File: config.mk
export PLATFORM = sky130hd
export DESIGN_NAME = register_file
export DESIGN_NICKNAME = d
export VERILOG_FILES = /design/src/rtl/register_file_pkg.sv /design/src/rtl/register_file_if.sv /design/src/rtl/hilo_register.sv /design/src/rtl/register_file.sv
export SDC_FILE = /design/constraint.sdc
export NUM_CORES = 2
export LEC_CHECK = 0
export BUFFER_PORTS_ARGS = -buffer_cell sky130_fd_sc_hd__buf_4
export CORE_ASPECT_RATIO = 1.1
export CORE_MARGIN = 1.5
export CORE_UTILIZATION = 35
export CTS_BUF_LIST = sky130_fd_sc_hd__clkbuf_16
export DETAILED_ROUTE_END_ITERATION = 6
export HOLD_SLACK_MARGIN = 0.08
export MAX_ROUTING_LAYER = met4
export PLACE_DENSITY = 0.51
export SETUP_SLACK_MARGIN = 0.5
export SYNTH_ARGS = -nofsm -noshare
export SYNTH_HDL_FRONTEND = slang
export SYNTH_SLANG_ARGS = --single-unit
File: constraint.sdc
create_clock -name clk -period 2.67 [get_ports clk]
set_input_delay 0.534 -clock clk [delete_from_list [all_inputs] [get_ports clk]]
set_output_delay 0.534 -clock clk [all_outputs]
set_load 0.01 [all_outputs]
File: src/rtl/register_file_pkg.sv
// Shared constants for the register file slice.
// Widths and the architecturally special GPR indices.
package register_file_pkg;
  localparam int DATA_WIDTH = 32;
  localparam int ADDR_WIDTH = 5;
  localparam int REG_ZERO   = 0;
  localparam int REG_V0     = 2;
endpackage

File: src/rtl/register_file_if.sv
// Write/read bundle for a single enabled register (HI or LO).
// The master drives the write request; the slave returns the stored value.
interface register_file_if #(
  parameter int DATA_WIDTH = register_file_pkg::DATA_WIDTH
);
  logic                  we;
  logic [DATA_WIDTH-1:0] wdata;
  logic [DATA_WIDTH-1:0] rdata;

  modport master (
    output we,
    output wdata,
    input  rdata
  );

  modport slave (
    input  we,
    input  wdata,
    output rdata
  );
endinterface

File: src/rtl/hilo_register.sv
// Enabled register with synchronous clear, used for HI and LO.
// Reset wins over the stall, matching the GPR array.
module hilo_register #(
  parameter int DATA_WIDTH = register_file_pkg::DATA_WIDTH
) (
  input  logic           clk,
  input  logic           reset,
  input  logic           enable,
  register_file_if.slave bus
);
  logic [DATA_WIDTH-1:0] q;

  always_ff @(posedge clk) begin
    if (reset) begin
      q <= '0;
    end else if (enable && bus.we) begin
      q <= bus.wdata;
    end
  end

  assign bus.rdata = q;
endmodule

File: src/rtl/register_file.sv
// MIPS-style GPR file with HI/LO: two combinational read ports,
// one write port, no bypass; GPR[0] always reads as zero.
module register_file
  import register_file_pkg::*;
#(
  parameter int DATA_WIDTH = register_file_pkg::DATA_WIDTH,
  parameter int ADDR_WIDTH = register_file_pkg::ADDR_WIDTH
) (
  input  logic                  clk,
  input  logic                  reset,
  input  logic                  clk_enable,
  input  logic [ADDR_WIDTH-1:0] read_reg1,
  input  logic [ADDR_WIDTH-1:0] read_reg2,
  output logic [DATA_WIDTH-1:0] read_data1,
  output logic [DATA_WIDTH-1:0] read_data2,
  input  logic                  write_enable,
  input  logic [ADDR_WIDTH-1:0] write_reg,
  input  logic [DATA_WIDTH-1:0] write_data,
  input  logic                  hi_write_enable,
  input  logic                  lo_write_enable,
  input  logic [DATA_WIDTH-1:0] hi_write_data,
  input  logic [DATA_WIDTH-1:0] lo_write_data,
  output logic [DATA_WIDTH-1:0] hi_read_data,
  output logic [DATA_WIDTH-1:0] lo_read_data,
  output logic [DATA_WIDTH-1:0] register_v0
);
  localparam int NREGS = 1 << ADDR_WIDTH;
  localparam logic [ADDR_WIDTH-1:0] ZERO_IDX = ADDR_WIDTH'(REG_ZERO);
  localparam logic [ADDR_WIDTH-1:0] V0_IDX   = ADDR_WIDTH'(REG_V0);

  logic [DATA_WIDTH-1:0] gpr [NREGS];
  logic                  gpr_we;

  assign gpr_we = clk_enable && write_enable && (write_reg != ZERO_IDX);

  always_ff @(posedge clk) begin
    if (reset) begin
      for (int i = 0; i < NREGS; i++) begin
        gpr[i] <= '0;
      end
    end else if (gpr_we) begin
      gpr[write_reg] <= write_data;
    end
  end

  // Index 0 is forced to zero at the port, independent of array contents.
  assign read_data1 = (read_reg1 == ZERO_IDX) ? '0 : gpr[read_reg1];
  assign read_data2 = (read_reg2 == ZERO_IDX) ? '0 : gpr[read_reg2];
  assign register_v0 = gpr[V0_IDX];

  register_file_if #(.DATA_WIDTH(DATA_WIDTH)) hi_bus ();
  register_file_if #(.DATA_WIDTH(DATA_WIDTH)) lo_bus ();

  assign hi_bus.we    = hi_write_enable;
  assign hi_bus.wdata = hi_write_data;
  assign lo_bus.we    = lo_write_enable;
  assign lo_bus.wdata = lo_write_data;

  hilo_register #(.DATA_WIDTH(DATA_WIDTH)) u_hi (
    .clk    (clk),
    .reset  (reset),
    .enable (clk_enable),
    .bus    (hi_bus.slave)
  );

  hilo_register #(.DATA_WIDTH(DATA_WIDTH)) u_lo (
    .clk    (clk),
    .reset  (reset),
    .enable (clk_enable),
    .bus    (lo_bus.slave)
  );

  assign hi_read_data = hi_bus.rdata;
  assign lo_read_data = lo_bus.rdata;
endmodule

==> flow_metrics.env <==
export IMPL_hold_class="in2reg"
export IMPL_cts_buffers=119
export IMPL_crit_type="reg2out"
export IMPL_skew_ns=0
export IMPL_synth_most_common_cell="edfxtp_1"
export IMPL_synthMuxAreaShare=0.218
export IMPL_start_util=0.353
export IMPL_synth_seq_cells=1088
export IMPL_critPathRequiredTime_ns=2.14
export IMPL_maxCapViolations=0
export IMPL_fill_cells=14079
export IMPL_gp_congestion=0.850
export IMPL_ant_nets=0
export IMPL_grt_max_degree=65
export IMPL_grt_ovfl_total=0
export IMPL_power_density_nw_per_um2=587
export IMPL_crit_fanout=3
export IMPL_chipWidth_um=387
export IMPL_drt_wirelength_per_cell_um=31.0
export IMPL_reg2reg_depth=2
export IMPL_synth_top_cell_area_share=0.543
export IMPL_seqPwrFrac=0.471
export IMPL_post_drt_via_cell_ratio=5.61
export IMPL_clock_latency_ns=0.76
export IMPL_relSlewSlack=0.259
export IMPL_p_comb_frac=0.157
export IMPL_post_place_ws_ns=-0.612
export IMPL_synth_xor_area_frac=0
export IMPL_grt_usage=0.259
export IMPL_grt_setup_unrepaired="yes"
export IMPL_regToRegSetupSlack_ns=1.99
export IMPL_firstDrtPassIters=5
export IMPL_ys_types=39
export IMPL_ios=277
export IMPL_vias=37690
export IMPL_yosys_most_used_dff="edfxtp_1"
export IMPL_synthAdderAreaFrac=0
export IMPL_peakVddDrop_uv=518
export IMPL_port_buffers=276
export IMPL_worst_pin_slew_ns=1.11
export IMPL_p_int_mw=31.3
export IMPL_fmax_mhz=308
export IMPL_synth_top_area_cell="edfxtp_1"
export IMPL_antenna_found_initial=13
export IMPL_drive_gt1_frac=0.381
export IMPL_netlist_area_um2=56600
export IMPL_multi_input_area_um2=24700
export IMPL_cts_tree="done"
export IMPL_syn_instance_count=3861
export IMPL_synth_area_per_cell_um2=14.7
export IMPL_setup_ws_ns=-0.580
export IMPL_finalCriticalPeriod_ns=3.25
export IMPL_min_path_cells=3
export IMPL_cp_arrival_ns=2.72
export IMPL_synth_edf_count=1024
export IMPL_grt_pass1_wl_um=293000
export IMPL_hp_start="hi_write_data[12]"
export IMPL_synthToLayoutAreaGrowth_pct=27.9
export IMPL_setup_viol=64
export IMPL_finalNetCount=4621
export IMPL_async_flop_share=0
export IMPL_rows=154
export IMPL_power_leakage_nw=26.1
export IMPL_outcome="finished, violations left"
export IMPL_netSwitchingFraction=0.263
export IMPL_dpl_hpwl_um=139000
export IMPL_die_area_um2=164000
export IMPL_ys_seq_area_frac=0.565
export IMPL_drc_errors=0
export IMPL_place_inst=6364
export IMPL_yosys_area_share_simple=0.133
export IMPL_drtIter0Drc=3669
export IMPL_synthTopCellsByArea="edfxtp_1 (54%), mux4_2 (18%), and2_1 (11%), mux2i_1 (3.4%), dfxtp_1 (2.3%)"
export IMPL_drt_wl_total_um=208000
export IMPL_rr_startpoint="u_lo.bus.rdata[10]$_SDFFE_PP0P_"
export IMPL_core_um2=161000
export IMPL_clockBufferDepth=3
export IMPL_clkSinkCount=1088
export IMPL_worstSetupStartpointType="register"
export IMPL_fp_dieH_um=425
export IMPL_final_seq_area_um2=32000
export IMPL_maxSlewViolCount=0
export IMPL_synth_common_cells="edfxtp_1 (1024), and2_1 (996), mux4_2 (448), clkbuf_1 (307), mux2i_1 (192)"
export IMPL_power_switching_mw=11.2
export IMPL_htree_levels=3
export IMPL_cp_end_kind="primary output"
export IMPL_synth_compound_area_frac=0.0496
export IMPL_clkPwrFrac=0.372
export IMPL_violations="negative setup slack"
export IMPL_clk_pin_slew_ns=0.07
export IMPL_fin_cells=6714
export IMPL_final_hold_violation_count=0
export IMPL_holdPathEnd="u_hi.bus.rdata[12]$_SDFFE_PP0P_"
export IMPL_root_buffer="clkbuf_16"
export IMPL_grt_pass1_vias=38680
export IMPL_post_route_period_util=1.22
export IMPL_yosysWarnings=0
export IMPL_synth_top_family_by_area="multiplexers"
export IMPL_final_util=0.451
export IMPL_r2r_end="u_lo.bus.rdata[10]$_SDFFE_PP0P_"
[flip-flops by register name, indices dropped and copies added, names as in the netlist]
signal	flops
gpr	1024
u_lo.bus.rdata	32
u_hi.bus.rdata	32
[per-stage QoR]
| step | setup TNS (ns) | cell area (µm²) | total power, mW | hold WS, ns |
|---|---|---|---|---|
| after floorplan | 0 | 58000 | 23.4 | 0.481 |
| after global placement | -25.22 | 66300 | 26.5 | 0.443 |
| after detailed placement | -25.23 | 66300 | 26.5 | 0.447 |
| after CTS | -26.17 | 71900 | 42.6 | 0.0821 |
| after global routing | -27.12 | 72400 | 43.8 | 0.112 |
| final | -23.83 | 72400 | 42.5 | 0.133 |
[what timing repair did]
| action | 4_1_cts | 5_1_grt |
|---|---|---|
| cloned | 2 | 3 |
| hold buffers | 62 | 0 |
| setup endpoints to repair | 64 | 65 |
| resized for setup | 175 | 46 |
| setup buffers | 41 | 17 |
| endpoints found under the hold margin | 62 | 0 |
| pin swaps | 59 | 33 |
[routing by layer]
layer  track usage  vias up  share of wire  routed length, µm
met4        0.0686        0          0.022               4600
li1              -    16047              -                  -
met5             -        -              0                  0
met2         0.415     1573           0.48             100000
met3        0.0540      264          0.080              16600
met1         0.333    19806           0.42              86500
[area by class of cell]
type | instances | area share
antenna | 9 | 0.000311
clock buffer | 119 | 0.0411
clock inverter | 97 | 0.00900
inverter | 2 | 0.000173
multi-input combinational | 2387 | 0.341
sequential | 1088 | 0.442
tap | 2106 | 0.0364
timing repair buffer | 906 | 0.130
[worst max-delay path, cell delays in order, from the launching register on]
cell      delay [ns]
edfxtp_1        0.50
mux4_2          0.51
mux2i_2         0.20
a221o_1         0.33
a31oi_2         0.08
buf_6           0.19
buf_6           0.12
[kinds of logic after synthesis]
group                  Yosys count
flip-flops                    1088
other                            1
buffers and inverters          418
multiplexers                   672
AND/OR/NAND/NOR               1281
AO/OA/AOI/OAI                  401
[worst max-delay path by stage]
| stage | from | endpoint | slack (ns) | depth (start not counted) |
|---|---|---|---|---|
| 2_1_floorplan | read_reg2[0] | read_data2[27] | 0.22 | 9 |
| 3_5_place_dp | read_reg1[0] | read_data1[1] | -0.61 | 8 |
| 5_1_grt | gpr[2][23]$_SDFFCE_PN0P_ | read_data2[23] | -0.61 | 6 |
| 6_report | gpr[2][23]$_SDFFCE_PN0P_ | read_data2[23] | -0.58 | 6 |
| 4_1_cts | gpr[2][23]$_SDFFCE_PN0P_ | read_data2[23] | -0.61 | 6 |
| 3_3_place_gp | read_reg1[0] | read_data1[1] | -0.63 | 8 |
[power by group through the flow]
stage / clock [mW] / combinational (mW) / sequential, mW
floorplan: 0 / 3.24 / 20.2
global placement: 0 / 6.09 / 20.4
detailed placement: 0 / 6.10 / 20.4
CTS: 16.0 / 6.56 / 20.0
global route: 16.7 / 6.95 / 20.1
finish: 15.8 / 6.68 / 20.0
[placed cells by master, fill, tap and decap left out, drive strengths merged, types with 38 or more instances in the layout]
master and instances:
buf 841, o21ai 81, nor2b 38, mux4 448, and2 996, edfxtp 1024
nor2 41, dlygate4sd3 62, mux2i 192, clkinv 60, nand2 162, a21oi 64
a221oi 49, a22oi 64, clkbuf 122, dfxtp 64
Note: power is estimated with default switching activity, not from simulation.
